`src/rtl/conv_frame_encoder_pkg.sv`:
```
// Shared constants for the convolutional frame encoder and its matching decoder.
// Frame geometry, generator polynomials for both modes, and the FSM encoding.
package conv_frame_encoder_pkg;

   localparam int DATA_FRAME_LENGTH     = 8;
   localparam int MAX_CONSTRAINT_LENGTH = 5;
   localparam int MAX_CODE_RATE         = 2;
   localparam int TRACEBACK_DEPTH       =
      MAX_CODE_RATE * (DATA_FRAME_LENGTH + MAX_CONSTRAINT_LENGTH - 1);

   localparam int ST_W  = MAX_CONSTRAINT_LENGTH - 1;
   localparam int STEPS = DATA_FRAME_LENGTH + MAX_CONSTRAINT_LENGTH - 1;
   localparam int CNT_W = $clog2(STEPS);

   // Generator MSB taps the input bit u, following bits tap s1, s2, ...
   localparam logic [2:0] G0_K3 = 3'b111;
   localparam logic [2:0] G1_K3 = 3'b101;
   localparam logic [4:0] G0_K5 = 5'b10011;
   localparam logic [4:0] G1_K5 = 5'b11101;

   typedef enum logic [1:0] {
      S_IDLE,
      S_ENCODE,
      S_HOLD
   } enc_state_e;

endpackage

```
`src/rtl/conv_frame_encoder_step_enc.sv`:
```
// One trellis step: (u, state, mode) -> {g0,g1} and next state.
// State bit ST_W-1 is s1 (newest), bit 0 is s4 (oldest).
module conv_step_enc
   import conv_frame_encoder_pkg::*;
(
   input  logic            u,
   input  logic [ST_W-1:0] st,
   input  logic            mode,
   output logic [1:0]      g,
   output logic [ST_W-1:0] nst
);

   logic [4:0] win5;
   logic [2:0] win3;

   assign win5 = {u, st};
   assign win3 = {u, st[ST_W-1 -: 2]};

   always_comb begin
      g   = '0;
      nst = '0;
      if (mode) begin
         g   = {^(win5 & G0_K5), ^(win5 & G1_K5)};
         nst = {u, st[ST_W-1:1]};
      end else begin
         // K=3 keeps s3/s4 at zero
         g   = {^(win3 & G0_K3), ^(win3 & G1_K3)};
         nst = {u, st[ST_W-1], {(ST_W-2){1'b0}}};
      end
   end

endmodule

```
`src/rtl/conv_frame_encoder.sv`:
```
// Frame-level rate-1/2 convolutional encoder, K=3 or K=5, zero-tail terminated.
// Optional macro ERR_INJECT_EN adds i_err_mask, XORed onto the output frame.
module conv_frame_encoder
   import conv_frame_encoder_pkg::*;
(
   input  logic                         clk,
   input  logic                         rst,
   input  logic                         i_mode_sel,
   input  logic [DATA_FRAME_LENGTH-1:0] i_data,
   input  logic                         i_valid,
   output logic                         o_ready,
   output logic [TRACEBACK_DEPTH-1:0]   o_frame,
   output logic                         o_valid,
   input  logic                         i_ready,
`ifdef ERR_INJECT_EN
   input  logic [TRACEBACK_DEPTH-1:0]   i_err_mask,
`endif
   output logic                         o_busy
);

   enc_state_e                   state_q, state_d;
   logic [DATA_FRAME_LENGTH-1:0] data_q, data_d;
   logic                         mode_q, mode_d;
   logic [ST_W-1:0]              st_q, st_d;
   logic [CNT_W-1:0]             cnt_q, cnt_d;
   logic [TRACEBACK_DEPTH-1:0]   frame_q, frame_d;
   logic [1:0]                   g;
   logic [ST_W-1:0]              nst;

   // Data shifts left each step, so it reads zero during the tail
   conv_step_enc u_step (
      .u    (data_q[DATA_FRAME_LENGTH-1]),
      .st   (st_q),
      .mode (mode_q),
      .g    (g),
      .nst  (nst)
   );

   always_ff @(posedge clk or negedge rst) begin
      if (!rst) begin
         state_q <= S_IDLE;
         data_q  <= '0;
         mode_q  <= 1'b0;
         st_q    <= '0;
         cnt_q   <= '0;
         frame_q <= '0;
      end else begin
         state_q <= state_d;
         data_q  <= data_d;
         mode_q  <= mode_d;
         st_q    <= st_d;
         cnt_q   <= cnt_d;
         frame_q <= frame_d;
      end
   end

   always_comb begin
      state_d = state_q;
      data_d  = data_q;
      mode_d  = mode_q;
      st_d    = st_q;
      cnt_d   = cnt_q;
      frame_d = frame_q;
      unique case (state_q)
         S_IDLE: begin
            if (i_valid) begin
               data_d  = i_data;
               mode_d  = i_mode_sel;
               st_d    = '0;
               cnt_d   = '0;
               frame_d = '0;
               state_d = S_ENCODE;
            end
         end
         S_ENCODE: begin
            data_d  = {data_q[DATA_FRAME_LENGTH-2:0], 1'b0};
            st_d    = nst;
            frame_d = {frame_q[TRACEBACK_DEPTH-3:0], g};
            cnt_d   = cnt_q + 1'b1;
            if (cnt_q == CNT_W'(STEPS - 1)) begin
               state_d = S_HOLD;
            end
         end
         S_HOLD: begin
            if (i_ready) begin
               state_d = S_IDLE;
            end
         end
         default: state_d = S_IDLE;
      endcase
   end

   assign o_ready = (state_q == S_IDLE);
   assign o_busy  = (state_q == S_ENCODE);
   assign o_valid = (state_q == S_HOLD);

`ifdef ERR_INJECT_EN
   logic [TRACEBACK_DEPTH-1:0] mask_q, mask_d;

   always_ff @(posedge clk or negedge rst) begin
      if (!rst) begin
         mask_q <= '0;
      end else begin
         mask_q <= mask_d;
      end
   end

   always_comb begin
      mask_d = mask_q;
      if (state_q == S_IDLE && i_valid) begin
         mask_d = i_err_mask;
      end
   end

   assign o_frame = frame_q ^ mask_q;
`else
   assign o_frame = frame_q;
`endif

endmodule

```
`config.mk`:
```
export PLATFORM = sky130hd
export DESIGN_NAME = conv_frame_encoder
export DESIGN_NICKNAME = d
export VERILOG_FILES = /design/src/rtl/conv_frame_encoder_pkg.sv /design/src/rtl/conv_frame_encoder_step_enc.sv /design/src/rtl/conv_frame_encoder.sv
export SDC_FILE = /design/constraint.sdc
export NUM_CORES = 1
export LEC_CHECK = 0
export ABC_CLOCK_PERIOD_IN_PS = 2500
export CORE_MARGIN = 2
export CORE_UTILIZATION = 32
export CTS_BUF_LIST = sky130_fd_sc_hd__clkbuf_16
export DETAILED_ROUTE_END_ITERATION = 7
export PLACE_DENSITY = 0.62
export SLEW_MARGIN = 10
export SYNTH_ARGS = -nofsm -noshare
export SYNTH_HDL_FRONTEND = slang
export SYNTH_HIERARCHICAL = 1
export SYNTH_SLANG_ARGS = --single-unit
```
`constraint.sdc`:
```
create_clock -name clk -period 2.5 [get_ports clk]
set_input_delay 0.375 -clock clk [delete_from_list [all_inputs] [get_ports clk]]
set_output_delay 0.375 -clock clk [all_outputs]
set_load 0.03 [all_outputs]
```
* After elaboration in Yosys (flattened, before gate mapping) *
Index checks and enable logic that the tools add are counted.

word-level totals
  register bits after elaboration = 43
  input bits = 13
  output and inout port bits = 27
  logic and storage cells = 35

cells by class
  $add $sub $neg = 1
  eq/ne operators = 6
  muxes and demuxes = 13
  reductions and logical operators = 9

operator list
  operator                                                         count
  24-bit case mux with 2 select lines                              1
  24-bit two-way mux                                               1
  4-bit case mux with 2 select lines                               2
  8-bit case mux with 2 select lines                               1
  2-bit two-way mux                                                5
  5-bit XOR reduction                                              2
  8-bit two-way mux                                                1
  2-bit case mux with 3 select lines                               1
  3-bit XOR reduction                                              2
  4-bit by 1-bit adder with 4-bit output, second input constant    1
  4-bit == test, second input constant                             1
  4-bit two-way mux                                                1
  2-bit by 1-bit != test with 1-bit output, second input constant  2
  2-bit AND reduction                                              2
  3-bit AND reduction                                              1
  2-bit by 1-bit == test with 1-bit output, second input constant  1
  2-bit == test, second input constant                             1
  2-bit zero test                                                  1
  2-bit != test, second input constant                             1
  2-bit nonzero test                                               1

* Depth between registers and ports, before layout *
  word-level depth = 3
  gate-level depth with buffers = 5
  gate-level depth less buffers = 4

* Modules after synthesis *
The synthesis kept the hierarchy.

by module, submodules not included
  module              times used  cells each  area each (um2)  seq. area each (um2)
  conv_frame_encoder  1           139         1765.4           1076.0
  conv_step_enc       1           12          93.8             0.0

* Worst setup path after synthesis *
OpenSTA, ideal clock, no wires.

  path type = reg2out
  from = reg state_q[0]
  to = out o_ready
  arrival = 1.080 ns
  required time = 2.125 ns
  setup slack = 1.045 ns
  stages on the path, launching flop included = 3
  path buffers = 1
  cell sequence = dfrtp_1 -> clkbuf_1 -> nor2_1

between the ends
  cells in the longest elaborated chain, start to end = 1

RTL lines
  item                    RTL line                  RTL
  from (decl)             conv_frame_encoder.sv:21  enc_state_e state_q, state_d;
  from (signal assigned)  conv_frame_encoder.sv:48  state_q <= state_d;
  2-bit zero test         conv_frame_encoder.sv:93  assign o_ready = (state_q == S_IDLE);
  to (decl)               conv_frame_encoder.sv:11  output logic o_ready,

No other way between the ends.

* Worst setup path in the final report *
  from = reg state_q[0]
  to = out o_busy

between the ends
  cells in the longest elaborated chain, start to end = 1

RTL lines
  item                                      RTL line                  RTL
  2-bit by 1-bit == test with 1-bit output  conv_frame_encoder.sv:94  assign o_busy = (state_q == S_ENCODE);
  to (decl)                                 conv_frame_encoder.sv:18  output logic o_busy

No other way between the ends.

==> flow_metrics.tcl <==
set metrics [dict create \
    status "complete, no violations" \
    grt_overflow_total 0 \
    area_delta_synth_final_pct 28.40 \
    initial_core_util_pct 33.36 \
    startpoint_type "flop" \
    synthArstFlopShare_pct 100.0 \
    ir_drop_mv 0.5354 \
    r2r-end "data_q[1]" \
    drive_gt1_share_pct 7.527 \
    first_global_vias 1348 \
    p_leak_nw 1.050 \
    tritoncts "done" \
    cts_root_buffer "clkbuf_16" \
    nNetsFinal 201 \
    antenna_found_initial 0 \
    diodes 0 \
    clk_latency_ps 280 \
    grt_max_degree 44 \
    r2r_cells 5 \
    crit_fanout 16 \
    post-place-ws_ps 566.5 \
    grt_setup_unrepaired "no" \
    path_class "reg -> out" \
    fin_ws_ps 275.9 \
    period_share_pct 88.97 \
    crit_path_end_kind "output port" \
    wl_per_cell_um 14.67 \
    die_y_um 80.23 \
    r2r_start "state_q[1]" \
    slew-limit-headroom_pct 38.81 \
    grtUsageTotal_pct 13.53 \
    core.rowCount 27 \
    setup_tns_ps 0 \
    finalHoldViolCount 0 \
    io_buffers 39 \
    layout_common_cells "dfrtp_1 (43), clkdlybuf4s50_1 (38), a22o_1 (29)" \
    max_freq_ghz 0.4496 \
    cts-buffers-inserted 5 \
    tightest_slew_ps 917.8 \
    drt-total-wl_um 3784 \
    yosys_register_bits 43 \
    synth_edf_count 0 \
    power_density_nw_per_um2 1397 \
    drcViolationCount 0 \
    place.gp.congestion 0.7012 \
    vias 1299 \
    yosysSeqAreaShare_pct 57.87 \
    yosysWarnings 6 \
    clockBufferDepth 2 \
    finalSetupViolations 0 \
    core_um2 5574 \
    fill_cells 528 \
    hp-class "in -> async" \
    min_period_ps 2224 \
    dieArea_um2 6436 \
    ant_nets 0 \
    htree_levels 2 \
    dp_hpwl_um 2428 \
    crit_start "state_q[0]" \
    cts_hold_buf 0 \
    grt_pass1_wl_um 6555 \
    synth_cells 151 \
    routed_via_density 5.035 \
    finalMaxSlewViolations 0 \
    critPathArrivalTime_ps 1850 \
    drt-initial-drc-count 102 \
    fp.dieW_um 80.23 \
    numClockSinks 43 \
    drv.max_cap_violation_count 0 \
    top_level_ports 40 \
    layout_commonest_cell "dfrtp_1" \
    required_ps 2120 \
    cts.clk_slew.worst_paths_ps 60 \
    synth.net_count 165 \
    post_cts_buffers 0 \
    firstDrtPassIters 4 \
    post_cts_resized 0 \
    rrSetupSlack_ps 920 \
    synth.avg_cell_area_um2 12.31 \
    ys_dominant_reg_cell "dfrtp_1" \
    syn_area_um2 1859 \
    finClkSkew_ps 3.002 \
    synth_cell_types 28 \
]
-- cell type report --
class / count / area [um2] / area share (%)
Multi-Input combinational cell: 93 / 676.9 / 28.35
Tap cell: 72 / 90.09 / 3.774
Clock inverter: 1 / 3.754 / 0.1572
Timing Repair Buffer: 42 / 407.9 / 17.09
Inverter: 2 / 7.507 / 0.3145
Sequential cell: 43 / 1076 / 45.07
Clock buffer: 5 / 125.1 / 5.241
-- logic make-up after synthesis --
kind of cell | share of synthesized area [%]
AO/OA/AOI/OAI | 23.28
flip-flops | 57.87
AND/OR/NAND/NOR | 8.277
buffers and inverters | 5.719
XOR/XNOR | 2.826
multiplexers | 1.346
adder cells (fa/ha/maj) | 0.6728
-- metrics by stage --
stage	power (mW)	instance area, um2	hold slack, ps	util (%)	cells
CTS	3.373	2387	275.1	42.83	258
finish	3.335	2387	227.6	42.83	258
floorplan	2.277	1859	79.41	-	151
global route	3.568	2387	331.1	42.83	258
detailed placement	2.767	2258	489.3	40.52	252
global placement	2.746	2258	488.2	40.52	252
-- registers in the layout, indices dropped and copies added (netlist names) --
signal   count
state_q      2
o_frame     24
st_q         4
cnt_q        4
mode_q       1
data_q       8
-- synthesized netlist by cell type (2+ instances only) --
cell / number / share of area (%)
a21oi_1: 8 / 2.2
a22o_1: 29 / 14
a22oi_1: 7 / 2.8
and2_1: 2 / 0.67
buf_2: 4 / 1.1
buf_4: 2 / 0.81
buf_6: 5 / 3.0
clkbuf_1: 2 / 0.40
dfrtp_1: 43 / 58
nand2_1: 6 / 1.2
nand3_1: 2 / 0.54
nor2b_1: 12 / 4.0
o21ai_0: 10 / 2.7
xnor2_1: 2 / 0.94
xor2_1: 4 / 1.9
-- worst max-delay path, stage by stage (launching register included) --
cell	delay, ps
dfrtp_1	690
nand2b_2	140
inv_2	70
clkdlybuf4s50_1	660
-- power breakdown --
group | switching, mW | internal (mW)
Combinational | 0.778 | 0.696
Clock | 0.239 | 0.355
Sequential | 0.289 | 0.979
Total | 1.31 | 2.03
-- routing by layer --
layer | global-route usage [%] | vias up | part of all wire, %
met3 | 4.045 | 6 | 3.0
li1 | - | 620 | -
met4 | 5.593 | 0 | 1.9
met1 | 17.42 | 650 | 47
met5 | 0 | - | 0
met2 | 21.17 | 23 | 48
-- worst max path at each step --
stage | slack (ps) | end | depth (start not counted)
floorplan | 1050 | o_ready | 2
detailed placement | 570 | o_busy | 3
finish | 280 | o_busy | 3
global placement | 600 | o_busy | 3
CTS | 270 | o_busy | 3
global route | 170 | o_busy | 3
Note: power is estimated with default switching activity, not from simulation.
==> RTL change 1: new RTL, same flow settings <==
The option `ERR_INJECT_EN` is turned on by a define.
--- a/src/rtl/conv_frame_encoder.sv
+++ b/src/rtl/conv_frame_encoder.sv
@@ -1,5 +1,7 @@
 // Frame-level rate-1/2 convolutional encoder, K=3 or K=5, zero-tail terminated.
 // Optional macro ERR_INJECT_EN adds i_err_mask, XORed onto the output frame.
+`define ERR_INJECT_EN
+
 module conv_frame_encoder
    import conv_frame_encoder_pkg::*;
 (
Interface: changed (added i_err_mask); port bits go from 40 to 64. The function was not compared with the original's and may differ.
==> RTL change 1 against the original RTL <==
  * Largest cell class unchanged
  * Largest power group unchanged
  * Worst setup slack better by 0.095 ns
  * Cell area up 74%
  * Sequential cell count up 24
  * Fmax up 4.5%
  * Area after synthesis up 66%
  * Routed wire length up 62%
  * Clock skew up 0.0026 ns
  * Power up 96%
==> RTL change 1: results (changes against the original RTL) <==
status complete, no violations (unchanged); PostCTS Resize Cnt 0 (unchanged); largest net degree at the start of global routing 35 (was 44); fraction of layout cells with a size suffix above 1 15.27% (was 7.527%); Final nets 380 (was 201); HP Class input port to async pin (unchanged); routing usage on met3 4.651% (was 4.045%); Leak Pwr 1.860 nW (was 1.050 nW); delay-heaviest family, CP buffers and inverters (unchanged); Synth top cells by count nand2_1 (76), dfrtp_1 (67), o21ai_0 (32) (was dfrtp_1 (43), a22o_1 (29), nor2b_1 (12)); grt met2 use 20.75% (was 21.17%); DP Area 3795 um^2 (was 2258 um^2); Reg-to-Reg End mask_q[13] (was data_q[1]); Max Buffers Root-to-Sink 2 (unchanged); Final Hold Viols 0 (unchanged); Synth Net Count 313 (was 165); Synth cell types 31 (was 28); Synth warnings 6 (unchanged); clock-pin slew of the registers on the worst-case setup and hold paths roughly 0.050 ns; CTS H-Tree Depth 3 (was 2); DP Wirelength 4218 um (was 2428 um); post-synthesis sequential area ratio 54.43% (was 57.87%); first-pass GRT wire length 10320 um (was 6555 um); met1 Resource Use GR 15.96% (was 17.42%); GPL Wtd Cong 0.7563 (was 0.7012); antenna cells 0 (unchanged); IR drop worst, VDD 0.0005088 V (was 0.0005354 V); Pint 0.004007 W (was 0.002029 W); vias in the first global route 2218 (was 1348); latest clock arrival within the worst-skew pair 0.32 ns (was 0.28 ns); crit-path max cell delay 0.72 ns (was 0.69 ns); Root Driver clkbuf_16 (unchanged); Worst Skew 0.005621 ns (was 0.003002 ns); GRT Util Overall 12.75% (was 13.53%); Initial DRC Count 37 (was 102); drt wl/cell 12.86 um (was 14.67 um); Worst path slowest cell clkdlybuf4s50_1 (was dfrtp_1); FF-to-FF Start state_q[0] (was state_q[1]); CP arrival 1.75 ns (was 1.85 ns); initial antenna violation count 0 (unchanged); DR vias 2128 (was 1299); IO Port Bufs 63 (was 39); CP Max Fanout 6 (was 16); R2R setup slack 1.01 ns (was 0.92 ns); Synth area leaders dfrtp_1 (54%), mux2_4 (9.7%), nand2_1 (9.3%), xor2_1 (8.0%), o21ai_0 (5.2%) (was dfrtp_1 (58%), a22o_1 (14%), nor2b_1 (4.0%), buf_6 (3.0%), a22oi_1 (2.8%)); First-pass DRT Iterations 4 (unchanged); TritonCTS buffer count 9 (was 5); FFs w/ async S/R, synth 100.0% (unchanged); Rel. slew slack 52.45% (was 38.81%); r2r worst-path depth 3 (was 5)
==> RTL change 1: cell count changes after synthesis, sizes merged, moves of 7 or more <==
cell	unedited run	this run
xor2	4	28
o21ai	10	33
mux2	1	25
dfrtp	43	67
nand2	6	76
nor2b	13	1
a21oi	8	1
a22o	29	0
==> RTL change 1: routing by layer <==
metal	vias to the layer above	wire length (um)
met3	7	326
met1	1041	2797
li1	1037	-
met4	0	85
met2	43	2910
met5	-	0
==> RTL change 1: cell families after synthesis <==
| family | Yosys count | share of synthesized area [%] |
|---|---|---|
| flops | 67 | 54.43 |
| buf+inv | 20 | 5.036 |
| fa+ha+maj | 1 | 0.4061 |
| xor+xnor | 30 | 8.530 |
| simple gates | 87 | 11.70 |
| compound gates | 44 | 8.001 |
| mux | 26 | 11.90 |
==> RTL change 1: worst reg2reg max path: stages, from the launching register on <==
cell	delay (ns)
dfrtp_1	0.44
nor3b_4	0.22
buf_4	0.37
mux2_4	0.35
==> RTL change 1: what timing repair did <==
action,CTS,global route
setup buffers,0,0
hold endpoints to repair,7,0
hold buffers,1,0
==> RTL change 1: power groups by stage <==
| stage | Combinational [W] | Sequential [W] | Clock [W] |
|---|---|---|---|
| 6_report | 0.00310 | 0.00201 | 0.00142 |
| 5_1_grt | 0.00336 | 0.00210 | 0.00151 |
| 4_1_cts | 0.00315 | 0.00202 | 0.00146 |
| 3_5_place_dp | 0.00314 | 0.00204 | 0 |
| 3_3_place_gp | 0.00309 | 0.00203 | 0 |
| 2_1_floorplan | 0.00218 | 0.00192 | 0 |
==> RTL change 1: worst max path at each step <==
stage,startpoint,end,slack [ns],cells after the start
finish,state_q[1],o_valid,0.37,2
global route,state_q[1],o_valid,0.26,2
CTS,state_q[1],o_valid,0.35,2
detailed placement,i_valid,mask_q[20],0.61,4
global placement,i_valid,mask_q[1],0.62,4
floorplan,state_q[0],mask_q[10],1.14,4
==> RTL change 1: cell type report <==
| class | instances | area (um^2) |
|---|---|---|
| clock buffer | 9 | 225.2 |
| clock inverter | 7 | 117.6 |
| fill | 884 | 5136 |
| inverter | 3 | 11.26 |
| multi-input combinational | 188 | 1255 |
| sequential | 67 | 1677 |
| tap | 129 | 161.4 |
| timing repair buffer | 73 | 700.7 |
==> RTL change 1: per-stage QoR <==
stage	instances	hold WS [ns]	worst slack, ns	utilization, %	power [W]
floorplan	275	0.07941	1.136	-	0.004107
global placement	459	0.2399	0.6242	40.88	0.005113
detailed placement	459	0.2403	0.6071	40.88	0.005177
CTS	476	0.4265	0.3520	44.68	0.006635
global route	476	0.4542	0.2579	44.68	0.006967
finish	476	0.4359	0.3708	44.68	0.006535
==> RTL change 2: new RTL, same flow settings <==
Made on the original files. Re-encode `enc_state_e` (3 states) as one-hot, 3 bits wide.
--- a/src/rtl/conv_frame_encoder_pkg.sv
+++ b/src/rtl/conv_frame_encoder_pkg.sv
@@ -18,10 +18,10 @@
    localparam logic [4:0] G0_K5 = 5'b10011;
    localparam logic [4:0] G1_K5 = 5'b11101;
 
-   typedef enum logic [1:0] {
-      S_IDLE,
-      S_ENCODE,
-      S_HOLD
+   typedef enum logic [2:0] {
+      S_IDLE   = 3'b001,
+      S_ENCODE = 3'b010,
+      S_HOLD   = 3'b100
    } enc_state_e;
 
 endpackage
Function: same outputs for any inputs over 10 cycles, from zero or initial values and one cycle with rst low; not proved beyond that.
==> RTL change 2 against the original RTL <==
  * Sequential share of layout area grew 0.34 points
  * First-iteration DRC count shrank 45%
  * Cell area grew 1.7%
  * Routed wire length shrank 10%
  * Worst setup slack gained 0.12 ns
  * Sequential cell count grew 1
  * Via count shrank 1.7%
  * Global-route usage shrank 1.7 points
  * Non-clock buffer count shrank 1
  * Power shrank 24%
  * Register-to-register slack lost 0.08 ns
  * Area after synthesis shrank 2.2%
  * Critical path type unchanged
  * Critical endpoint is now o_ready
  * Highest routed layer unchanged
==> RTL change 2: results (changes against the original RTL) <==
status complete, no violations (unchanged); post-synthesis sequential area ratio 60.59% (was 57.87%); R2R setup slack 0.84 ns (was 0.92 ns); Fin Hold WS 0.2438 ns (was 0.2276 ns); GPL Wtd Cong 0.7012 (unchanged); Synth area leaders dfrtp_1 (59%), a22o_1 (14%), nand2_1 (3.7%), a31oi_1 (2.4%), xor2_1 (2.4%) (was dfrtp_1 (58%), a22o_1 (14%), nor2b_1 (4.0%), buf_6 (3.0%), a22oi_1 (2.8%)); Final Non-Filler Cells 259 (was 258); DP Area 2242 um^2 (was 2258 um^2); max reg flops 24 (unchanged); fraction of layout cells with a size suffix above 1 8.021% (was 7.527%); CTS H-Tree Depth 2 (unchanged); antenna cells 0 (unchanged); adder-cell share of the synthesized area 0.6878% (was 0.6729%); Synth top cells by count dfrtp_1 (43), a22o_1 (29), nand2_1 (18) (was dfrtp_1 (43), a22o_1 (29), nor2b_1 (12)); HP Class input port to async pin (unchanged); Synth cell types 26 (was 28); Root Driver clkbuf_16 (unchanged); Synth warnings 6 (unchanged); Synth Net Count 165 (unchanged); Worst Skew 0.001330 ns (was 0.003002 ns); cells after synthesis 151 (unchanged); CP arrival 1.73 ns (was 1.85 ns); FF-to-FF Start state_q[2] (was state_q[1]); Rel. slew slack 36.17% (was 38.81%); fill count 526 (was 528); Worst path slowest cell clkdlybuf4s50_1 (was dfrtp_1); latest clock arrival within the worst-skew pair 0.28 ns (about the same); Synth Area in Compound Gates 18.29% (was 23.28%); PostCTS Resize Cnt 0 (unchanged); Synth Area in XOR/XNOR 3.370% (was 2.826%); clock-pin slew of the registers on the worst-case setup and hold paths 0.06 ns (about the same); # Post-CTS Setup Buffers 0 (unchanged); Final nets 201 (unchanged); CP Max Fanout 4 (was 16); DP Wirelength 2281 um (was 2428 um); Setup WS pre-CTS 0.6834 ns (was 0.5665 ns); DR vias 1277 (was 1299); largest net degree at the start of global routing 45 (was 44); IR drop worst, VDD 0.0005235 V (was 0.0005354 V); drt wl/cell 13.15 um (was 14.67 um); Leak Pwr 1.120 nW (was 1.050 nW); placed cell count 252 (unchanged); Initial DRC Count 56 (was 102); Reg-to-Reg End data_q[7] (was data_q[1]); mux cell area share after synthesis 1.719% (was 1.346%); first-pass GRT wire length 5809 um (was 6555 um); GRT Util Overall 11.83% (was 13.53%); vias in the first global route 1199 (was 1348); initial antenna violation count 0 (unchanged)
-- RTL change 2: changes by cell type in the layout (fill, tap and decap cells not counted), moves of 2 or more --
cell / change
o21ai_0: -5
nand2_1: +12
nor2b_1: -9
a21oi_1: -8
nor2_1: +8
a22oi_1: -7
a31oi_1: +6
bufinv_16: +2
-- RTL change 2: where the power goes --
part / total [W] / switching [W] / internal [W]
logic: 0.000739 / 0.000421 / 0.000318
registers: 0.000996 / 0.000125 / 0.000871
clock network: 0.000814 / 0.000248 / 0.000566
-- RTL change 2: kinds of logic after synthesis --
group | count (synthesis)
adder cells (fa/ha/maj) | 1
buffers and inverters | 14
multiplexers | 3
flip-flops | 44
AO/OA/AOI/OAI | 42
XOR/XNOR | 7
AND/OR/NAND/NOR | 40
-- RTL change 2: worst max-delay path by stage --
stage / cells after the start / to / startpoint / slack [ns]
after floorplan: 1 / o_ready / state_q[0] / 0.86
after global placement: 2 / o_ready / state_q[0] / 0.67
after detailed placement: 2 / o_ready / state_q[0] / 0.68
after CTS: 2 / o_ready / state_q[0] / 0.37
after global routing: 2 / o_ready / state_q[0] / 0.29
final: 2 / o_ready / state_q[0] / 0.40
-- RTL change 2: cell type report --
cell class / instances / area [um^2] / share of cell area (%)
flip-flops and latches: 44 / 1102 / 45.41
well taps: 72 / 90.09 / 3.711
clock inverters: 2 / 60.06 / 2.474
inverters: 2 / 7.507 / 0.3093
multi-input cells: 93 / 631.9 / 26.03
repair buffers: 41 / 410.4 / 16.91
clock buffers: 5 / 125.1 / 5.155
-- RTL change 2: per-layer routing --
metal / wire, um / vias to the layer above / track usage [%]
met1: 1676 / 626 / 16.42
met3: 180 / 4 / 3.733
met5: 0 / - / 0
li1: - / 611 / -
met2: 1505 / 36 / 17.71
met4: 42 / 0 / 3.621
